--- config.mk ---
export PLATFORM = sky130hd
export DESIGN_NAME = bram_access_arbiter
export DESIGN_NICKNAME = d
export VERILOG_FILES = /design/src/rtl/bram_access_arbiter.sv
export SDC_FILE = /design/constraint.sdc
export NUM_CORES = 1
export LEC_CHECK = 0
export BUFFER_PORTS_ARGS = -buffer_cell sky130_fd_sc_hd__buf_4
export CAP_MARGIN = 20
export CELL_PAD_IN_SITES_DETAIL_PLACEMENT = 2
export CELL_PAD_IN_SITES_GLOBAL_PLACEMENT = 2
export CORE_MARGIN = 2
export CORE_UTILIZATION = 26
export CTS_CLUSTER_SIZE = 16
export DETAILED_ROUTE_END_ITERATION = 8
export GPL_ROUTABILITY_DRIVEN = 0
export PLACE_DENSITY = 0.94
export SLEW_MARGIN = 25
export SYNTH_ARGS = -nofsm -noshare
export SYNTH_HDL_FRONTEND = slang
export SYNTH_SLANG_ARGS = --single-unit
--- constraint.sdc ---
create_clock -name clk -period 4.6 [get_ports clk]
set_input_delay 0 -clock clk [delete_from_list [all_inputs] [get_ports clk]]
set_output_delay 0 -clock clk [all_outputs]
set_load 0.05 [all_outputs]
--- src/rtl/bram_access_arbiter.sv ---
// Arbiter for one single-port frame BRAM: display reads beat the page-clear
// sweep, which beats single-word draw writes. BRAM pins are a combinational mux.
module bram_access_arbiter #(
   parameter int N     = 13,
   parameter int W     = 16,
   parameter int DEPTH = 6144
) (
   input  logic         clk,
   input  logic         rst_n,
   input  logic         disp_req,
   input  logic [N-1:0] disp_addr,
   output logic [W-1:0] disp_data,
   output logic         disp_valid,
   input  logic         wr_req,
   input  logic [N-1:0] wr_addr,
   input  logic [W-1:0] wr_data,
   output logic         wr_gnt,
   input  logic         clear_start,
   input  logic [W-1:0] clear_color,
   output logic         clear_busy,
   output logic         clear_done,
   output logic [N-1:0] bram_addr,
   output logic         bram_rw,
   output logic [W-1:0] bram_din,
   input  logic [W-1:0] bram_dout
);

   localparam logic [N-1:0] DEPTH_N = N'(DEPTH);
   localparam logic [N-1:0] LAST    = N'(DEPTH - 1);

   typedef enum logic {IDLE, CLEAR} state_t;

   state_t       state, state_nxt;
   logic [N-1:0] clr_cnt, clr_cnt_nxt;
   logic [W-1:0] clr_color_q;
   logic         latch_color;
   logic         done_nxt;
   logic         rw_c;
   logic         gnt_c;

   always_ff @(posedge clk or negedge rst_n) begin
      if (!rst_n) begin
         state       <= IDLE;
         clr_cnt     <= '0;
         clr_color_q <= '0;
         disp_valid  <= 1'b0;
         clear_done  <= 1'b0;
      end else begin
         state      <= state_nxt;
         clr_cnt    <= clr_cnt_nxt;
         disp_valid <= disp_req;
         clear_done <= done_nxt;
         if (latch_color) clr_color_q <= clear_color;
      end
   end

   always_comb begin
      state_nxt   = state;
      clr_cnt_nxt = clr_cnt;
      latch_color = 1'b0;
      done_nxt    = 1'b0;
      bram_addr   = disp_addr;
      bram_din    = wr_data;
      rw_c        = 1'b0;
      gnt_c       = 1'b0;
      case (state)
         IDLE: begin
            if (clear_start) begin
               latch_color = 1'b1;
               clr_cnt_nxt = '0;
               state_nxt   = CLEAR;
            end else if (wr_req && !disp_req) begin
               // out-of-range draws are acknowledged but never reach the BRAM
               gnt_c     = 1'b1;
               bram_addr = wr_addr;
               rw_c      = (wr_addr < DEPTH_N);
            end
         end
         CLEAR: begin
            if (!disp_req) begin
               bram_addr = clr_cnt;
               bram_din  = clr_color_q;
               rw_c      = 1'b1;
               if (clr_cnt == LAST) begin
                  done_nxt    = 1'b1;
                  clr_cnt_nxt = '0;
                  state_nxt   = IDLE;
               end else begin
                  clr_cnt_nxt = clr_cnt + 1'b1;
               end
            end
         end
         default: state_nxt = IDLE;
      endcase
   end

   // keep the BRAM write-enable and grant quiet while reset is held
   assign bram_rw    = rw_c & rst_n;
   assign wr_gnt     = gnt_c & rst_n;
   assign disp_data  = bram_dout;
   assign clear_busy = (state == CLEAR);

endmodule
# Yosys cells after proc, flatten, opt, wreduce, memory -nomap -nowiden
# Index checks and enable logic that the tools add are counted.
word_totals:
  register_bits: 32
  inputBits: 79
  output_inout_bits: 50
  elab_cells: 41
classes:
  addsub: 1
  n_lt_le_gt_ge: 1
  eq_ne: 3
  n_mux: 25
  n_bitwise: 3
  n_reduce_logical: 3
ops:
  columns: ["op", "count"]
  rows:
  - ["13-bit 2-to-1 mux", 6]
  - ["13-bit case mux with 2 select lines", 2]
  - ["16-bit 2-to-1 mux", 2]
  - ["13-bit by 1-bit adder with 13-bit output (second input constant)", 1]
  - ["13-bit equality test (second input constant)", 1]
  - ["13-bit less-than comparator (second input constant)", 1]
  - ["1-bit 2-to-1 mux", 13]
  - ["2-bit inequality test (second input constant)", 2]
  - ["1-bit case mux with 2 select lines", 2]
  - ["1-bit bitwise AND", 2]
  - ["2-bit AND reduction", 1]
  - ["1-bit logical AND", 1]
  - ["1-bit zero test", 1]
  - ["1-bit inverter", 1]

# Logic depth before layout (Yosys ltp)
depth:
  ltp_word: 6
  depth_mapped: 7
  depth_no_buf: 5

# Worst setup path before layout
# OpenSTA, ideal clock, no wires.
synth_path:
  path_kind: "reg2out"
  from: "reg state (netlist: clear_busy)"
  to: "out bram_addr[10]"
  arrival_ns: 2.135
  required_ns: 4.600
  setup_slack_ns: 2.465
  stages_incl_launch_ff: 5
  path_buffers: 2
  path_cell_list: "dfrtp_1 > buf_2 > buf_1 > a211oi_2 > a21oi_1"
synth_between:
  elab_chain_cells: 2
synth_lines:
  columns: ["item", "line", "text"]
  rows:
  - ["start, declared", "33", "state_t state, state_nxt;"]
  - ["start signal, assigned", "49", "state <= state_nxt;"]
  - ["1-bit inverter", null, null]
  - ["13-bit case mux with 2 select lines (*)", "66", "case (state)"]
  - ["end, declared", "22", "output logic [N-1:0] bram_addr,"]
# Mark *: on every way between the ends. The rest lies on a longest branch, timed or not.

# Final worst setup path
layout_path:
  from: "reg state (netlist: clear_busy)"
  to: "reg clr_cnt[8]"
layout_between:
  elab_chain_cells: 3
  elab_cells_between_ends: 5
  classes_between: "eq/ne (2); mux (1); bitwise (1); reduce/logical (1)"
layout_lines:
  columns: ["item", "line", "text"]
  rows:
  - ["1-bit inverter", null, null]
  - ["2-bit inequality test (no source line)", null, null]
  - ["2-bit AND reduction (no source line)", null, null]
  - ["end signal, assigned", "50", "clr_cnt <= clr_cnt_nxt;"]
  - ["end, declared", "34", "logic [N-1:0] clr_cnt, clr_cnt_nxt;"]
# Parallel ways exist; a longest one is shown, timed or not.
# A chain may end at the register's enable or synchronous reset.

==> results summary <==
The run finished with clean final reports. The floorplan die area came out at 9450 um^2. In the final timing run, aggregate negative setup slack is 0 ns.

The core outline area came out at 8550 um^2. Of the total synthesized cell area, the portion taken by AND, OR, NAND and NOR gates is 0.223. In this run the number of H-tree levels came out at 2. The fill cell total of the finished layout is 963. Counting the buffers created by CTS gives 5. The detail-routed via count per cell came out at 4.97. In this run the critical register-to-register path is captured at clr_cnt[8]. In this run the deepest clock path goes through 2 buffers.

Setup repair after global routing left no endpoint under its margin. Of the cells placed in the final design, the portion with a size suffix greater than 1 is 0.412. The placed wire-length estimate after detailed placement is 5.82 mm. Of the available clock period, the critical path in the final layout requires 0.512. Summed over all layers, the routed wires come to 8.01 mm. The leakage power of the design came out at 0.00153 uW. 0 antenna diodes ended up in the layout. The top-level port count came out at 129. The share of total power dissipated in the clock network is 0.300.

The worst endpoint data arrival time is 2.52 ns. Dividing the detail-routed wire length by the instance count gives 17.7 um. The worst setup slack for register-to-register paths is 2.24 ns.

The netlist uses 36 different library cells. The type of the worst setup path is reg2reg. When the netlist entered floorplanning its net count stood at 338. The count of nets left with antenna violations once routing finished came out at 0. The fraction of synthesized area in multiplexers is 0.151.

The worst setup path is captured at a flop. The largest clock skew in the final design is 0.00698 ns. For the worst setup path, the data required time is 4.77 ns. The effective utilization at floorplan is 0.264. Setup violations remaining at the end of the flow were counted as 0. On the worst path, the slowest cell contributes a delay of 0.81 ns. The clock transition at the register clock pins on the worst setup and hold paths after CTS is 0.07 ns. TritonCTS built the clock tree. Based on the critical path, the design can be clocked at up to 425 MHz. The fraction of the mapped netlist area in compound gates is 0.158.

The post-synthesis instance area came out at 2260 um^2. The worst hold path belongs to the class in2out. The post-synthesis to final-layout area growth came out at 42.1%. The total overflow reported by the global router is 0.

The worst slew margin relative to its limit is 0.377. The number of pins with negative max-slew slack in the final report came out at 0. The xor and xnor area share after synthesis is 0.

The floorplan step set the die width to 97.2 um. In this run the worst setup path terminates at clr_cnt[8]. The worst path meets setup with 2.24 ns of slack. The number of hold-slack violations in the final timing report was 0.

The number of antenna violations at the first check in global routing is 0. The flip-flop and latch count after synthesis is 32. The yosys synthesis warning count came out at 0. Of the total power, registers draw 0.369. The number of global-route vias before repair came out at 2596.

CTS placed an instance of clkbuf_8 at the clock tree root. The total via count after detailed routing is 2251. The worst-margin pin slew is 0.931 ns. In this run the worst setup path begins at clear_busy. The tool flagged a number of max-cap violations equal to 0. The startpoint kind of the worst setup timing path is a flop. After synthesis, the largest family of logic cells by area is simple AND/OR/NAND/NOR gates. The sequential fraction of the synthesis area is 0.355. The switching power summed over all nets is 317 uW. Of the total synthesized cell area, the portion taken by full adders, half adders and majority gates is 0.00554.

The die is 97.2 um tall. The latest clock arrival within the worst-skew pair came out at 0.29 ns. The largest individual stage delay along the critical path comes from the cell nor2b_2.

The post-placement setup slack came out at 1.95 ns. The launch point of the worst reg-to-reg path is clear_busy. The floorplan has 34 rows. The total of buffers placed on input and output ports came out at 96. Entering global routing, the biggest net connects 35 pins. The total power per unit cell area is 283 nW/um^2. The signal on the critical path passes through nor2b_2 > nor2_1 > o21ai_0 > o31ai_1. For this run, design rule violations remaining after detail routing come to 0. In this run the worst path has a maximum fanout of 31. The worst path needs 2.36 ns of the cycle, external delays included. The number of cells on the worst reg-to-reg path came out at 4. The global-route total usage across every layer came out at 0.172. The number of nets in the layout is 424. The internal portion of the total power is 591 uW.

The peak supply drop came out at 0.000139 V. The total clock sinks is 32. The wire length of the first global-routing pass came out at 13.3 mm. The post-synthesis average cell area came out at 8.75 um^2. The number of detailed-routing iterations run before antenna repair is 4. The switching power share of the total is 0.349. The first routing iteration left 52 violations. The startpoint identified for the worst hold timing path is bram_dout[1]. The post-synthesis cell count is 258.

The fraction of power consumed by combinational cells came out at 0.332.
metal layers:
| layer | global-route usage | wire (um) | vias up |
|---|---|---|---|
| li1 | - | - | 1046 |
| met1 | 0.200 | 3370 | 1109 |
| met2 | 0.324 | 4180 | 86 |
| met3 | 0.0360 | 410 | 10 |
| met4 | 0.0336 | 57 | 0 |
| met5 | 0 | 0 | - |
power groups by stage:
stage               combinational (uW)  sequential, uW  clock (uW)
floorplan                          219             327           0
global placement                   276             335           0
detailed placement                 288             339           0
CTS                                303             334         279
global route                       322             339         294
finish                             301             335         272
per-stage QoR:
stage	total power [uW]	hold WS [ns]	area [um^2]	utilization	instances
after global placement	611	-0.0259	2900	0.340	426
after global routing	955	0.0000696	3210	0.375	453
final	908	0.0000163	3210	0.375	453
after CTS	916	0.000341	3200	0.374	453
after floorplan	546	-0.296	2260	-	258
after detailed placement	627	-0.0109	2900	0.340	426
sequential cells by signal, indices dropped and copies added, names as in the netlist:
register     cells
clear_busy       1
clear_done       1
clr_cnt         13
clr_color_q     16
disp_valid       1
critical path, delay by kind of cell (launching register included):
family / cells / cell delay, ns
DFF: 1 / 0.63
and+or+nand+nor: 2 / 1.22
AOI/OAI and AO/OA: 2 / 0.38
cell usage in the layout, fill, tap and decap left out, types with 3 or more instances in the layout:
cell type	count
o21ai_1	3
and3_1	5
nand2b_1	3
nand2_1	53
buf_4	98
and2_1	7
and2_4	7
dfrtp_1	31
mux2i_1	15
nand3_1	6
nand4_1	4
clkbuf_8	5
dlygate4sd3_1	19
a21oi_1	18
a211oi_1	5
mux2_2	17
o21ai_0	9
nor2_1	8
a211oi_2	7
how the worst min path moves through the flow:
stage / to / slack, ns / cells after the start
3_3_place_gp: clr_color_q[1] / -0.03 / 1
4_1_cts: disp_data[2] / 0.0003 / 0
3_5_place_dp: clr_color_q[1] / -0.01 / 1
5_1_grt: disp_data[14] / 0.00007 / 0
6_report: disp_data[1] / 0.00002 / 0
2_1_floorplan: clear_busy / -0.30 / 0
logic make-up (layout without fill, tap and decap cells):
group | count (synthesis) | in the layout
AO/OA/AOI/OAI | 51 | 51
adder cells (fa/ha/maj) | 1 | 1
multiplexers | 32 | 32
AND/OR/NAND/NOR | 102 | 102
buffers and inverters | 40 | 127
flip-flops | 32 | 32
timing repair:
| item | in CTS | in global routing |
|---|---|---|
| resized for setup | 0 | 0 |
| setup buffers | 0 | 0 |
| hold endpoints to repair | 50 | 0 |
| hold buffers | 19 | 0 |
Yosys cell counts:
cell | count | area share
nand3_1 | 6 | 0.013
ha_1 | 1 | 0.0055
o41ai_1 | 1 | 0.0039
buf_1 | 2 | 0.0033
buf_4 | 17 | 0.057
and4_1 | 2 | 0.0078
mux2i_1 | 15 | 0.066
o21ai_1 | 3 | 0.0066
clkbuf_1 | 6 | 0.010
mux2_2 | 17 | 0.085
a31oi_1 | 1 | 0.0028
buf_6 | 2 | 0.010
and2_4 | 7 | 0.027
o31ai_1 | 1 | 0.0033
buf_2 | 11 | 0.024
nand4_1 | 4 | 0.011
a22o_1 | 1 | 0.0039
nor2b_1 | 3 | 0.0083
nand2b_1 | 3 | 0.0083
a41oi_1 | 2 | 0.0078
nor3_1 | 2 | 0.0044
a211oi_1 | 5 | 0.017
nand2_1 | 53 | 0.088
inv_1 | 2 | 0.0033
a211oi_2 | 7 | 0.039
a41oi_2 | 1 | 0.0072
nor3b_1 | 1 | 0.0033
and2_1 | 7 | 0.019
and3_1 | 5 | 0.014
dfrtp_1 | 32 | 0.35
o21a_1 | 1 | 0.0033
o21ai_0 | 9 | 0.020
or3b_4 | 1 | 0.0050
o32ai_1 | 1 | 0.0039
nor2_1 | 8 | 0.013
a21oi_1 | 18 | 0.040
layout make-up:
type	instances	area, um^2	share of cell area
multi-input combinational	186	1230	0.384
timing repair buffer	117	926	0.288
clock buffer	6	72.6	0.0226
clock inverter	2	35.0	0.0109
tap	108	135	0.0421
inverter	2	7.51	0.00234
sequential	32	802	0.250
Note: power is estimated with default switching activity, not from simulation.
